**src/rtl/led_pkg.sv**
```systemverilog
// led_pkg: button vector type and speed encodings shared by button_conditioner and led_cycle.
package led_pkg;
  localparam int NUM_BTN = 5;
  typedef logic [NUM_BTN-1:0] btn_vec_t;
  localparam btn_vec_t SPEED_SLOWEST = 5'b00001;
  localparam btn_vec_t SPEED_FASTEST = 5'b10000;
  function automatic btn_vec_t lowest_one(input btn_vec_t v);
    return v & (~v + btn_vec_t'(1));
  endfunction
endpackage

```
**src/rtl/debounce_cell.sv**
```systemverilog
// debounce_cell: one-bit 2-flop synchroniser, debounce counter, stable level and rise pulse.
module debounce_cell #(
  parameter int DEBOUNCE_CYCLES = 500000
) (
  input  logic clk,
  input  logic rst_n,
  input  logic raw,
  output logic stable,
  output logic rise,
  output logic rise_next
);
  localparam int CW = $clog2(DEBOUNCE_CYCLES);
  localparam logic [CW-1:0] LAST = CW'(DEBOUNCE_CYCLES - 1);
  logic meta_q, sync_q, stable_q, stable_d, rise_q, differ, done;
  logic [CW-1:0] cnt_q, cnt_d;
  always_comb begin
    differ    = sync_q != stable_q;
    done      = differ && cnt_q == LAST;
    cnt_d     = (!differ || done) ? '0 : cnt_q + CW'(1);
    stable_d  = done ? sync_q : stable_q;
    rise_next = done && sync_q;
  end
  always_ff @(posedge clk) begin
    if (!rst_n) begin
      meta_q   <= 1'b0;
      sync_q   <= 1'b0;
      cnt_q    <= '0;
      stable_q <= 1'b0;
      rise_q   <= 1'b0;
    end else begin
      meta_q   <= raw;
      sync_q   <= meta_q;
      cnt_q    <= cnt_d;
      stable_q <= stable_d;
      rise_q   <= rise_next;
    end
  end
  assign stable = stable_q;
  assign rise   = rise_q;
endmodule

```
**src/rtl/button_conditioner.sv**
```systemverilog
// button_conditioner: debounces the push-buttons and latches a one-hot speed selection,
// lowest-index newly pressed button winning.
module button_conditioner
  import led_pkg::*;
#(
  parameter int       DEBOUNCE_CYCLES = 500000,
  parameter btn_vec_t DEFAULT_SEL     = SPEED_SLOWEST
) (
  input  logic     clk,
  input  logic     rst_n,
  input  btn_vec_t buttons_raw,
  output btn_vec_t buttons_stable,
  output btn_vec_t press_pulse,
  output btn_vec_t speed_sel
);
  btn_vec_t rise_next, sel_q, sel_d;
  for (genvar i = 0; i < NUM_BTN; i++) begin : g_cell
    debounce_cell #(.DEBOUNCE_CYCLES(DEBOUNCE_CYCLES)) u_cell (
      .clk       (clk),
      .rst_n     (rst_n),
      .raw       (buttons_raw[i]),
      .stable    (buttons_stable[i]),
      .rise      (press_pulse[i]),
      .rise_next (rise_next[i])
    );
  end
  // Selection updates on the same edge the registered pulse rises.
  always_comb sel_d = |rise_next ? lowest_one(rise_next) : sel_q;
  always_ff @(posedge clk) begin
    if (!rst_n) sel_q <= DEFAULT_SEL;
    else        sel_q <= sel_d;
  end
  assign speed_sel = sel_q;
endmodule

```
**config.mk**
```make
export PLATFORM = sky130hd
export DESIGN_NAME = button_conditioner
export DESIGN_NICKNAME = d
export VERILOG_FILES = /design/src/rtl/led_pkg.sv /design/src/rtl/debounce_cell.sv /design/src/rtl/button_conditioner.sv
export SDC_FILE = /design/constraint.sdc
export NUM_CORES = 1
export LEC_CHECK = 0
export CAP_MARGIN = 25
export CORE_MARGIN = 2
export CORE_UTILIZATION = 42
export DETAILED_ROUTE_END_ITERATION = 12
export HOLD_SLACK_MARGIN = 0.12
export PLACE_DENSITY_LB_ADDON = 0.05
export SLEW_MARGIN = 20
export SYNTH_ARGS = -nofsm -noshare
export SYNTH_HDL_FRONTEND = slang
export SYNTH_SLANG_ARGS = --single-unit
```
**constraint.sdc**
```tcl
create_clock -name clk -period 5 [get_ports clk]
set_input_delay 0.75 -clock clk [delete_from_list [all_inputs] [get_ports clk]]
set_output_delay 0.75 -clock clk [all_outputs]
set_load 0.005 [all_outputs]
```
Word level (Yosys, flattened, before mapping)
Cells that the tools add are included.
W data, S select, Z words.
{"block": "classes", "n_addsub": 6, "n_eq_ne": 10, "n_bitwise": 3, "n_reduce_logical": 26}
{"cell": "$add A19 B1 Y19 const B", "n": 5}
{"cell": "$eq A19 B19 Y1 const B", "n": 5}
{"cell": "$logic_and A1 B1 Y1", "n": 10}
{"cell": "$reduce_or A2 Y1", "n": 5}
{"cell": "$add A5 B1 Y5 const B", "n": 1}
{"cell": "$and A5 B5 Y5", "n": 1}
{"cell": "$logic_not A1 Y1", "n": 5}
{"cell": "$logic_or A1 B1 Y1", "n": 5}
{"cell": "$ne A1 B1 Y1", "n": 5}
{"cell": "$not A5 Y5", "n": 1}
{"cell": "$reduce_or A5 Y1", "n": 1}
{"cell": "$not A1 Y1", "n": 1}
{"block": "word_totals", "ff_bits": 120, "inputBits": 7, "out_inout_bits": 15, "elab_cells": 71}

Longest topological paths before layout
Gate-level depths: netlist of run 1.
{"block": "depth", "ltp_word": 6, "ltp_mapped": 8, "mapped_depth_nobuf": 6}

Hierarchy
Synthesis of run 1 repeated with hierarchy kept, for this count alone.
{"block": "hier_totals", "hier_cells": 594, "hier_area_um2": 5371.4}
{"module": "debounce_cell", "instances": 5, "cells_per_inst": 115, "area_per_inst_um2": 1036.0}
{"module": "button_conditioner", "instances": 1, "cells_per_inst": 19, "area_per_inst_um2": 191.4}

Least setup slack after synthesis of run 1
OpenSTA, ideal clock, no wires.
{"block": "synth_timing", "path_kind": "register to register", "startpoint": "register g_cell[3].u_cell.cnt_q[0]", "endpoint": "register g_cell[3].u_cell.cnt_q[11]", "arrival_time_ns": 1.708, "setup_slack_ns": 3.228, "stages_incl_launch_ff": 9, "path_cell_list": "dfxtp_1 -> ha_1 -> and4_1 -> nand4_1 -> nor2_1 -> or3_1 -> buf_2 -> buf_2 -> nor2_1"}
{"block": "synth_via", "elab_chain_cells": 4, "word_cells_on_any_way": 5, "classes_between": "1 x add/sub; 1 x eq/ne; 3 x reduce/logical"}
{"element": "from (decl)", "line": "debounce_cell.sv:15", "rtl": "logic [CW-1:0] cnt_q, cnt_d;"}
{"element": "from (signal assigned)", "line": "debounce_cell.sv:33", "rtl": "cnt_q <= cnt_d;"}
{"element": "parallel branches: the longest is 4 deep, another holds $add A19 B1 Y19"}
Parallel ways; which one is timed is not known.
A chain may end at the register's enable or synchronous reset.

Worst setup path after layout of run 1
{"block": "layout_timing", "startpoint": "input rst_n", "endpoint": "register g_cell[2].u_cell.cnt_q[16]"}
{"block": "layout_via", "elab_chain_cells": 2}
{"element": "from (decl)", "line": "button_conditioner.sv:10", "rtl": "input logic rst_n,"}
{"element": "$not A1 Y1 (no source line)"}
{"element": "$reduce_or A2 Y1 (no source line)"}
{"element": "to (signal assigned)", "line": "debounce_cell.sv:33"}
{"element": "to (decl)", "line": "debounce_cell.sv:15"}
Every way passes these cells.

==> impl_metrics.toml, run 1 <==
[status]
status = "completed"

[logic_synthesis]
ys.warnings.count = 0
synth_top_area_share_pct = 46.4
synth_edf_count = 0
ys.flop_type = "dfxtp_1"
synth.avg_cell_area_um2 = 9.02
ys_ff_latch = 120
ys_top_cells_by_area = "dfxtp_1, nor2_1, xnor2_1, xor2_1, nand3_1"
syn-cell-area_mm2 = 0.00518
postSynthNetCount = 586
synth_cells = 574
seq_area_frac_synth_pct = 46.4
async_reset_ff_share_pct = 0
yosys.area.top_type = "dfxtp_1"
yosys.cell_types.count = 47

[global_route]
first_global_vias = 3545
overflow = 0
groute.usage.overall_pct = 16.0
grt_pass1_wl_um = 16600
grt_max_degree = 20
antenna_found_initial = 0

[place]
io_buffers = 21
gp_congestion = 0.766
dp.cells = 719
dp_hpwl_um = 6450

[clock_tree]
htree_levels = 4
clock_sinks = 120
post_cts_buffers = 0
path_clk_slew_ns = 0.05
clock_path_buffers = 2
cts-root-buf = "clkbuf_16"
cts_tree = "done"
postCtsHoldBufs = 0
cts_resized = 0
cts-buffers-inserted = 17
insertion_delay_ns = 0.41

[routing]
ant_nets = 0
drt-total-wl_um = 9480
drtPass1Iterations = 6
drc_errors = 0
routedWlPerCell_um = 12.6
drtIter0Drc = 146
vias = 3686
via_per_inst = 4.91

[timing]
setup_tns_ns = 0
setup_violations = 0
skew_ns = 0.00698
slew_viol_final = 0
max_slew_margin_pct = 49.4
period_share_pct = 48.8
fmax_ghz = 0.409
period_minus_slack_ns = 2.44
rsz0062_at_grt = "false"
finalHoldViolations = 0
worst_slew_pin_slew_ns = 0.753

[setup_path]
cp.arrival_ns = 2.78
crit_start = "rst_n"
startpoint_type = "input pin"
worstPathMaxFanout = 19
reg2regPathDepth = 6
criticalPathCategory = "in2reg"
cp.required_ns = 5.34
reg2reg_from = "g_cell[2].u_cell.cnt_q[0]"
r2r_end = "g_cell[2].u_cell.cnt_q[16]"
critPathCaptureType = "flip-flop"
reg2reg_slack_ns = 2.72

[hold_path]
hold_path_depth = 1
hp-start = "g_cell[4].u_cell.meta_q"
hold_end = "g_cell[4].u_cell.sync_q"
hold_path.class = "reg2reg"

[finish]
final_common_cell = "nor2_1"
area_growth_pct = 15.1
final_cell_mix = "nor2_1, dfxtp_1, xnor2_1"
antenna_cells = 0
final_core_util_pct = 49.6
final_nets = 603
drive_above_1_share_pct = 7.28
fin_cells = 751

[power]
p_leak_uw = 0.00189
power.density_mw_per_mm2 = 359
ir_drop_v = 0.000223
total_power_uw = 2140

[floorplanning]
ios = 22
chipWidth_um = 115
start_util_pct = 43.1
dieArea_mm2 = 0.0132
dieHeight_um = 115
core-area_mm2 = 0.0120
placementRows = 40

[run]
maxCapViolCount = 0
logic make-up after synthesis:
logic type	count (synthesis)	share of synthesized area [%]
flip-flops	120	46.4
adder cells (fa/ha/maj)	5	1.21
AO/OA/AOI/OAI	10	1.35
buffers and inverters	37	4.33
AND/OR/NAND/NOR	309	30.9
XOR/XNOR	90	15.2
multiplexers	3	0.580
Yosys cell counts (all sizes together) (2+ instances only):
| cell | count |
|---|---|
| or2 | 2 |
| and3 | 8 |
| or3 | 4 |
| nand2 | 37 |
| nor4 | 13 |
| a21oi | 4 |
| ha | 5 |
| nor2b | 2 |
| nor3 | 19 |
| and4 | 9 |
| nor2 | 126 |
| inv | 14 |
| nor4bb | 3 |
| dfxtp | 120 |
| o21ai | 3 |
| clkbuf | 3 |
| buf | 20 |
| xor2 | 43 |
| nand4 | 19 |
| xnor2 | 47 |
| nand2b | 4 |
| or4b | 2 |
| nor3b | 4 |
| nand4b | 2 |
| mux2i | 3 |
| or4 | 2 |
| nand3 | 35 |
| and2 | 14 |
worst max-delay path, stage by stage:
cell	delay, ns
clkdlybuf4s50_1	0.77
inv_1	0.32
or3_1	0.72
nor2_1	0.21
stage by stage:
step	worst slack (ns)	hold WS (ns)	area [um^2]
4_1_cts	2.54	0.435	5960
3_3_place_gp	2.22	0.421	5400
6_report	2.56	0.431	5960
5_1_grt	2.35	0.449	5960
3_5_place_dp	2.11	0.422	5400
2_1_floorplan	3.23	0.412	5180
flip-flops by register name, summed over array words and instances, names as in the netlist:
name                  flops
speed_sel                 5
g_cell.u_cell.sync_q      5
g_cell.u_cell.rise        5
g_cell.u_cell.cnt_q      95
g_cell.u_cell.meta_q      5
g_cell.u_cell.stable      5
layer usage:
layer	track usage (%)	part of all wire [%]
met3	5.48	3.6
met2	24.7	46
met5	0	0
met1	20.6	50
met4	6.51	1.0
worst max path at each step:
| stage | end | depth (start not counted) | slack (ns) |
|---|---|---|---|
| after floorplan | g_cell[3].u_cell.cnt_q[11] | 8 | 3.23 |
| after global placement | g_cell[3].u_cell.cnt_q[15] | 4 | 2.22 |
| after detailed placement | g_cell[3].u_cell.cnt_q[3] | 4 | 2.11 |
| after CTS | g_cell[3].u_cell.cnt_q[6] | 4 | 2.54 |
| after global routing | g_cell[3].u_cell.cnt_q[8] | 4 | 2.35 |
| final | g_cell[2].u_cell.cnt_q[16] | 4 | 2.56 |
report_power, final:
part / leakage [uW] / total [uW] / internal [uW] / switching, uW
clock network: 0.000277 / 1150 / 738 / 412
logic: 0.000645 / 22.5 / 9.38 / 13.1
registers: 0.000969 / 965 / 962 / 2.85
total: 0.00189 / 2140 / 1710 / 428
layout make-up:
cell class	instances	area, um^2
Fill cell	1169	6060
Multi-Input combinational cell	417	2550
Sequential cell	120	2400
Clock buffer	22	454
Timing Repair Buffer	21	210
Tap cell	147	184
Clock inverter	10	103
Inverter	14	52.6
(Power assumes the default switching activity.)
==> run 2: changes to the inputs <==
==> constraint.sdc (replaced) <==
create_clock -name clk -period 2.5 [get_ports clk]
set_input_delay 0.375 -clock clk [delete_from_list [all_inputs] [get_ports clk]]
set_output_delay 0.375 -clock clk [all_outputs]
set_load 0.005 [all_outputs]
==> run 2 against run 1 <==
  * Design area increased by 0.92%
  * Largest cell class unchanged
  * Cell count grew 0.13%
  * Count of clock-buffer cells in the layout up 4
  * Critical path type is now reg2reg
  * Via count increased by 1.2%
  * Clock power rose by 100%
  * Utilization grew 0.46 points
  * Critical path depth increased by 2
  * Wire length increased by 0.56%
==> impl_metrics.toml, run 2 (synthesis results as in run 1) <==
[global_route]
groute.usage.overall_pct = 15.7
first_global_vias = 3541
overflow = 0
grt_max_degree = 20
grt_pass1_wl_um = 16300
antenna_found_initial = 0

[routing]
drt-total-wl_um = 9530
drc_errors = 0
drtIter0Drc = 157
via_per_inst = 4.96
routedWlPerCell_um = 12.7
drtPass1Iterations = 5
vias = 3732
ant_nets = 0

[clock_tree]
htree_levels = 4
postCtsHoldBufs = 0
clock_path_buffers = 2
cts_tree = "done"
cts-root-buf = "clkbuf_16"
post_cts_buffers = 0
clock_sinks = 120
insertion_delay_ns = 0.41
path_clk_slew_ns = 0.05
cts-buffers-inserted = 17
cts_resized = 0

[finish]
largest_register = "g_cell.u_cell.cnt_q"
final_core_util_pct = 50.0
area_growth_pct = 16.1
antenna_cells = 0
final_nets = 608
final_cell_mix = "nor2_1, dfxtp_1, xnor2_1"
fin_area_mm2 = 0.00601
multi_input_area_mm2 = 0.00255
largest_register_ffs = 95
drive_above_1_share_pct = 7.93
final_common_cell = "nor2_1"
n_fill_cell = 1169
register_area_mm2 = 0.00240

[timing]
rsz0062_at_grt = "false"
setup_tns_ns = 0
finalHoldViolations = 0
hold_ws_ns = 0.428
fmax_ghz = 0.493
worst_slew_pin_slew_ns = 0.687
max_slew_margin_pct = 53.8
slew_viol_final = 0
period_minus_slack_ns = 2.03
period_share_pct = 81.2
setup_violations = 0
skew_ns = 0.00556

[setup_path]
criticalPathCategory = "reg2reg"
cp.required_ns = 2.77
reg2regPathDepth = 6
critPathCaptureType = "flip-flop"
cp.arrival_ns = 2.30
worstPathMaxFanout = 19
startpoint_type = "flip-flop"

[floorplanning]
start_util_pct = 43.1
placementRows = 40
ios = 22
dieHeight_um = 115
dieArea_mm2 = 0.0132
core-area_mm2 = 0.0120
chipWidth_um = 115

[hold_path]
hold_path_depth = 1
hold_path.class = "reg2reg"

[place]
gp_congestion = 0.742
io_buffers = 21
dpl_cell_area_mm2 = 0.00544
dp_hpwl_um = 6640

[power]
total_power_uw = 4310
p_leak_uw = 0.00192
ir_drop_v = 0.000388
power.density_mw_per_mm2 = 718

[run]
maxCapViolCount = 0

[status]
status = "completed"
## run 2: stage by stage
stage	setup WS [ns]	cells
3_5_place_dp	0.456	724
2_1_floorplan	0.728	574
5_1_grt	0.194	752
6_report	0.471	752
4_1_cts	0.445	752
3_3_place_gp	0.552	724
## run 2: final cells by class
cell class              instances  share of cell area (%)
inverters                      14                   0.874
clock buffers                  26                    8.97
repair buffers                 26                    4.12
multi-input cells             417                    42.4
clock inverters                 2                   0.583
well taps                     147                    3.06
flip-flops and latches        120                    40.0
## run 2: worst max-delay path, cell delays in order, from the launching register on
cell and delay [ns]:
dfxtp_1 0.35, ha_1 0.22, and4_1 0.27, nand4_1 0.21, nor2_1 0.17, or3_1 0.55, nor2_1 0.12
## run 2: layer usage
| layer | up-vias | GRT usage, % | share of wire, % |
|---|---|---|---|
| met2 | 44 | 23.9 | 44 |
| met5 | - | 0 | 0 |
| met1 | 1725 | 20.6 | 50 |
| met3 | 14 | 5.27 | 4.0 |
| met4 | 0 | 6.59 | 1.5 |
| li1 | 1949 | - | - |
## run 2: worst paths after layout
| path | start | slack [ns] | end |
|---|---|---|---|
| worst max-delay path | g_cell[3].u_cell.cnt_q[0] | 0.47 | g_cell[3].u_cell.cnt_q[13] |
| worst min-delay path | g_cell[0].u_cell.meta_q | 0.43 | g_cell[0].u_cell.sync_q |
| worst max register to register | g_cell[3].u_cell.cnt_q[0] | 0.47 | g_cell[3].u_cell.cnt_q[13] |
| worst min register to register | g_cell[0].u_cell.meta_q | 0.43 | g_cell[0].u_cell.sync_q |
## run 2: power by group
group          internal [uW]  total [uW]  switching (uW)
combinational           21.9        48.9            27.0
clock                   1550        2330             780
sequential              1930        1930            5.98
total                   3500        4310             813
==> RTL change: new RTL, settings of run 2 <==
Add an input register stage for `buttons_raw`, without a reset; this delays it by one clock.
--- a/src/rtl/button_conditioner.sv
+++ b/src/rtl/button_conditioner.sv
@@ -14,4 +14,11 @@
   output btn_vec_t speed_sel
 );
+
+  btn_vec_t buttons_raw_q;
+
+  always_ff @(posedge clk) begin
+    buttons_raw_q <= buttons_raw;
+  end
+
   btn_vec_t rise_next, sel_q, sel_d;
   for (genvar i = 0; i < NUM_BTN; i++) begin : g_cell
@@ -19,5 +26,5 @@
       .clk       (clk),
       .rst_n     (rst_n),
-      .raw       (buttons_raw[i]),
+      .raw       (buttons_raw_q[i]),
       .stable    (buttons_stable[i]),
       .rise      (press_pulse[i]),
Function: same outputs for any inputs over 10 cycles, from zero or initial values and one cycle with rst_n low; that may be too few to reach the edited logic, so the function may still have changed.
==> RTL change against run 2 <==
Routed wire length fell by 2.3%. Sequential power grew 5%. Worst setup slack better by 0.12 ns. Cell area up 0.52%. Total power rose by 1.4%. Sequential share of layout area grew 1.4 points. First-iteration DRC count decreased by 14%. Sequential cell count rose by 5. Final cell count rose by 0.53%. Synthesized area is 0.12% higher. Clock skew barely moved. Largest cell class is now flip-flops and latches.
==> RTL change: results (changes against run 2) <==
| Metric | Value |
|---|---|
| Library cells used by synthesis | `44 (was 47)` |
| Total track usage | `15.6% (was 15.7%)` |
| Area after DPL | `0.00548 mm^2 (was 0.00544 mm^2)` |
| Design Power | `0.00438 W (was 0.00431 W)` |
| Global-route wire length before repair | `16100 um (was 16300 um)` |
| # clk buffers | `25 (was 26)` |
| CP max-delay cell | `o21ai_0 (was or3_1)` |
| Mapped Avg Cell Area | `9.11 um^2 (was 9.02 um^2)` |
| Status | `finished clean (unchanged)` |
| Clk tree area frac | `9.36% (was 9.55%)` |
| Initial DRC count | `135 (was 157)` |
| Via count | `3705 (was 3732)` |
| Seq cells post-synth | `125 (was 120)` |
| Filler cell count | `1154 (was 1169)` |
| DR WL/cell | `12.3 um (was 12.7 um)` |
| CP arrival | `2.18 ns (was 2.30 ns)` |
| Vias in the first global route | `3437 (was 3541)` |
| Leak | `2.04 nW (was 1.92 nW)` |
| Pre-antenna DRT Iters | `4 (was 5)` |
| Clock Skew | `0.00585 ns (was 0.00556 ns)` |
| HP Class | `in2reg (was reg2reg)` |
| GPL Wtd Cong | `0.736 (was 0.742)` |
| Sw Share | `19.6% (was 18.8%)` |
| Maximum VDD drop | `534 uV (was 388 uV)` |
| Placement Setup Slack | `0.424 ns (was 0.456 ns)` |
| Critical Path Max Stage Delay | `0.58 ns (was 0.55 ns)` |
| Non-clk buf share | `4.22% (was 4.12%)` |
| Non-clock buffers | `27 (was 26)` |
| Commonest cells in the netlist | `dfxtp_1 (125), nor2_1 (122), xor2_1 (50), nand3_1 (39), xnor2_1 (39) (was nor2_1 (126), dfxtp_1 (120), xnor2_1 (47), xor2_1 (43), nand2_1 (37))` |
| Layout Utilization | `50.3% (was 50.0%)` |
| Synth area leaders | `dfxtp_1 (48%), nor2_1 (8.8%), xor2_1 (8.5%) (was dfxtp_1 (46%), nor2_1 (9.1%), xnor2_1 (8.0%))` |
| Share of layout cells above drive strength 1 | `7.06% (was 7.93%)` |
| Multi-In Gates | `413 (was 417)` |
| Register area share after synthesis | `48.3% (was 46.4%)` |
| Die area | `0.0132 mm^2 (about the same)` |
| Sum of net half-perimeters after detailed placement | `6490 um (was 6640 um)` |
RTL change: changes by cell type after synthesis, sizes merged, moves of 4 or more:
cell | before | now
xor2 | 43 | 50
dfxtp | 120 | 125
nor4b | 1 | 6
xnor2 | 47 | 39
nor2 | 126 | 122
nand3 | 35 | 40
nor2b | 2 | 6
nor3b | 4 | 0
nand4 | 19 | 23
buf | 20 | 15
and3 | 8 | 15
nor3 | 19 | 11
RTL change: path summary, 6_finish.rpt:
| path | from | end | slack (ns) | depth (start not counted) |
|---|---|---|---|---|
| setup reg to reg | g_cell[0].u_cell.cnt_q[0] | speed_sel[4] | 0.59 | 5 |
| setup / recovery | g_cell[0].u_cell.cnt_q[0] | speed_sel[4] | 0.59 | 5 |
| hold reg to reg | g_cell[0].u_cell.meta_q | g_cell[0].u_cell.sync_q | 0.43 | 1 |
| hold / removal | buttons_raw[2] | buttons_raw_q[2] | 0.40 | 1 |
RTL change: worst max-delay path: cells and delay by family (launching register included):
family | cells | cell delay [ns]
adders and majority gates | 1 | 0.23
and+or+nand+nor | 3 | 0.59
DFF | 1 | 0.37
AOI/OAI and AO/OA | 1 | 0.58
RTL change: per-layer routing:
metal  vias to the layer above  global-route usage, %  part of all wire [%]
met4                         0                   7.31                   1.2
met1                      1685                   20.4                    52
met3                        12                   5.59                   2.9
met5                         -                      0                     0
met2                        38                   23.2                    44
li1                       1970                      -                     -
RTL change: cell families after synthesis:
logic type / Yosys count / synth area share, %
and+or+nand+nor: 305 / 29.6
DFF: 125 / 48.3
AOI/OAI and AO/OA: 10 / 1.47
adders and majority gates: 5 / 1.21
muxes: 4 / 0.773
xor gates and xnor gates: 89 / 15.0
buffers and inverters: 31 / 3.67
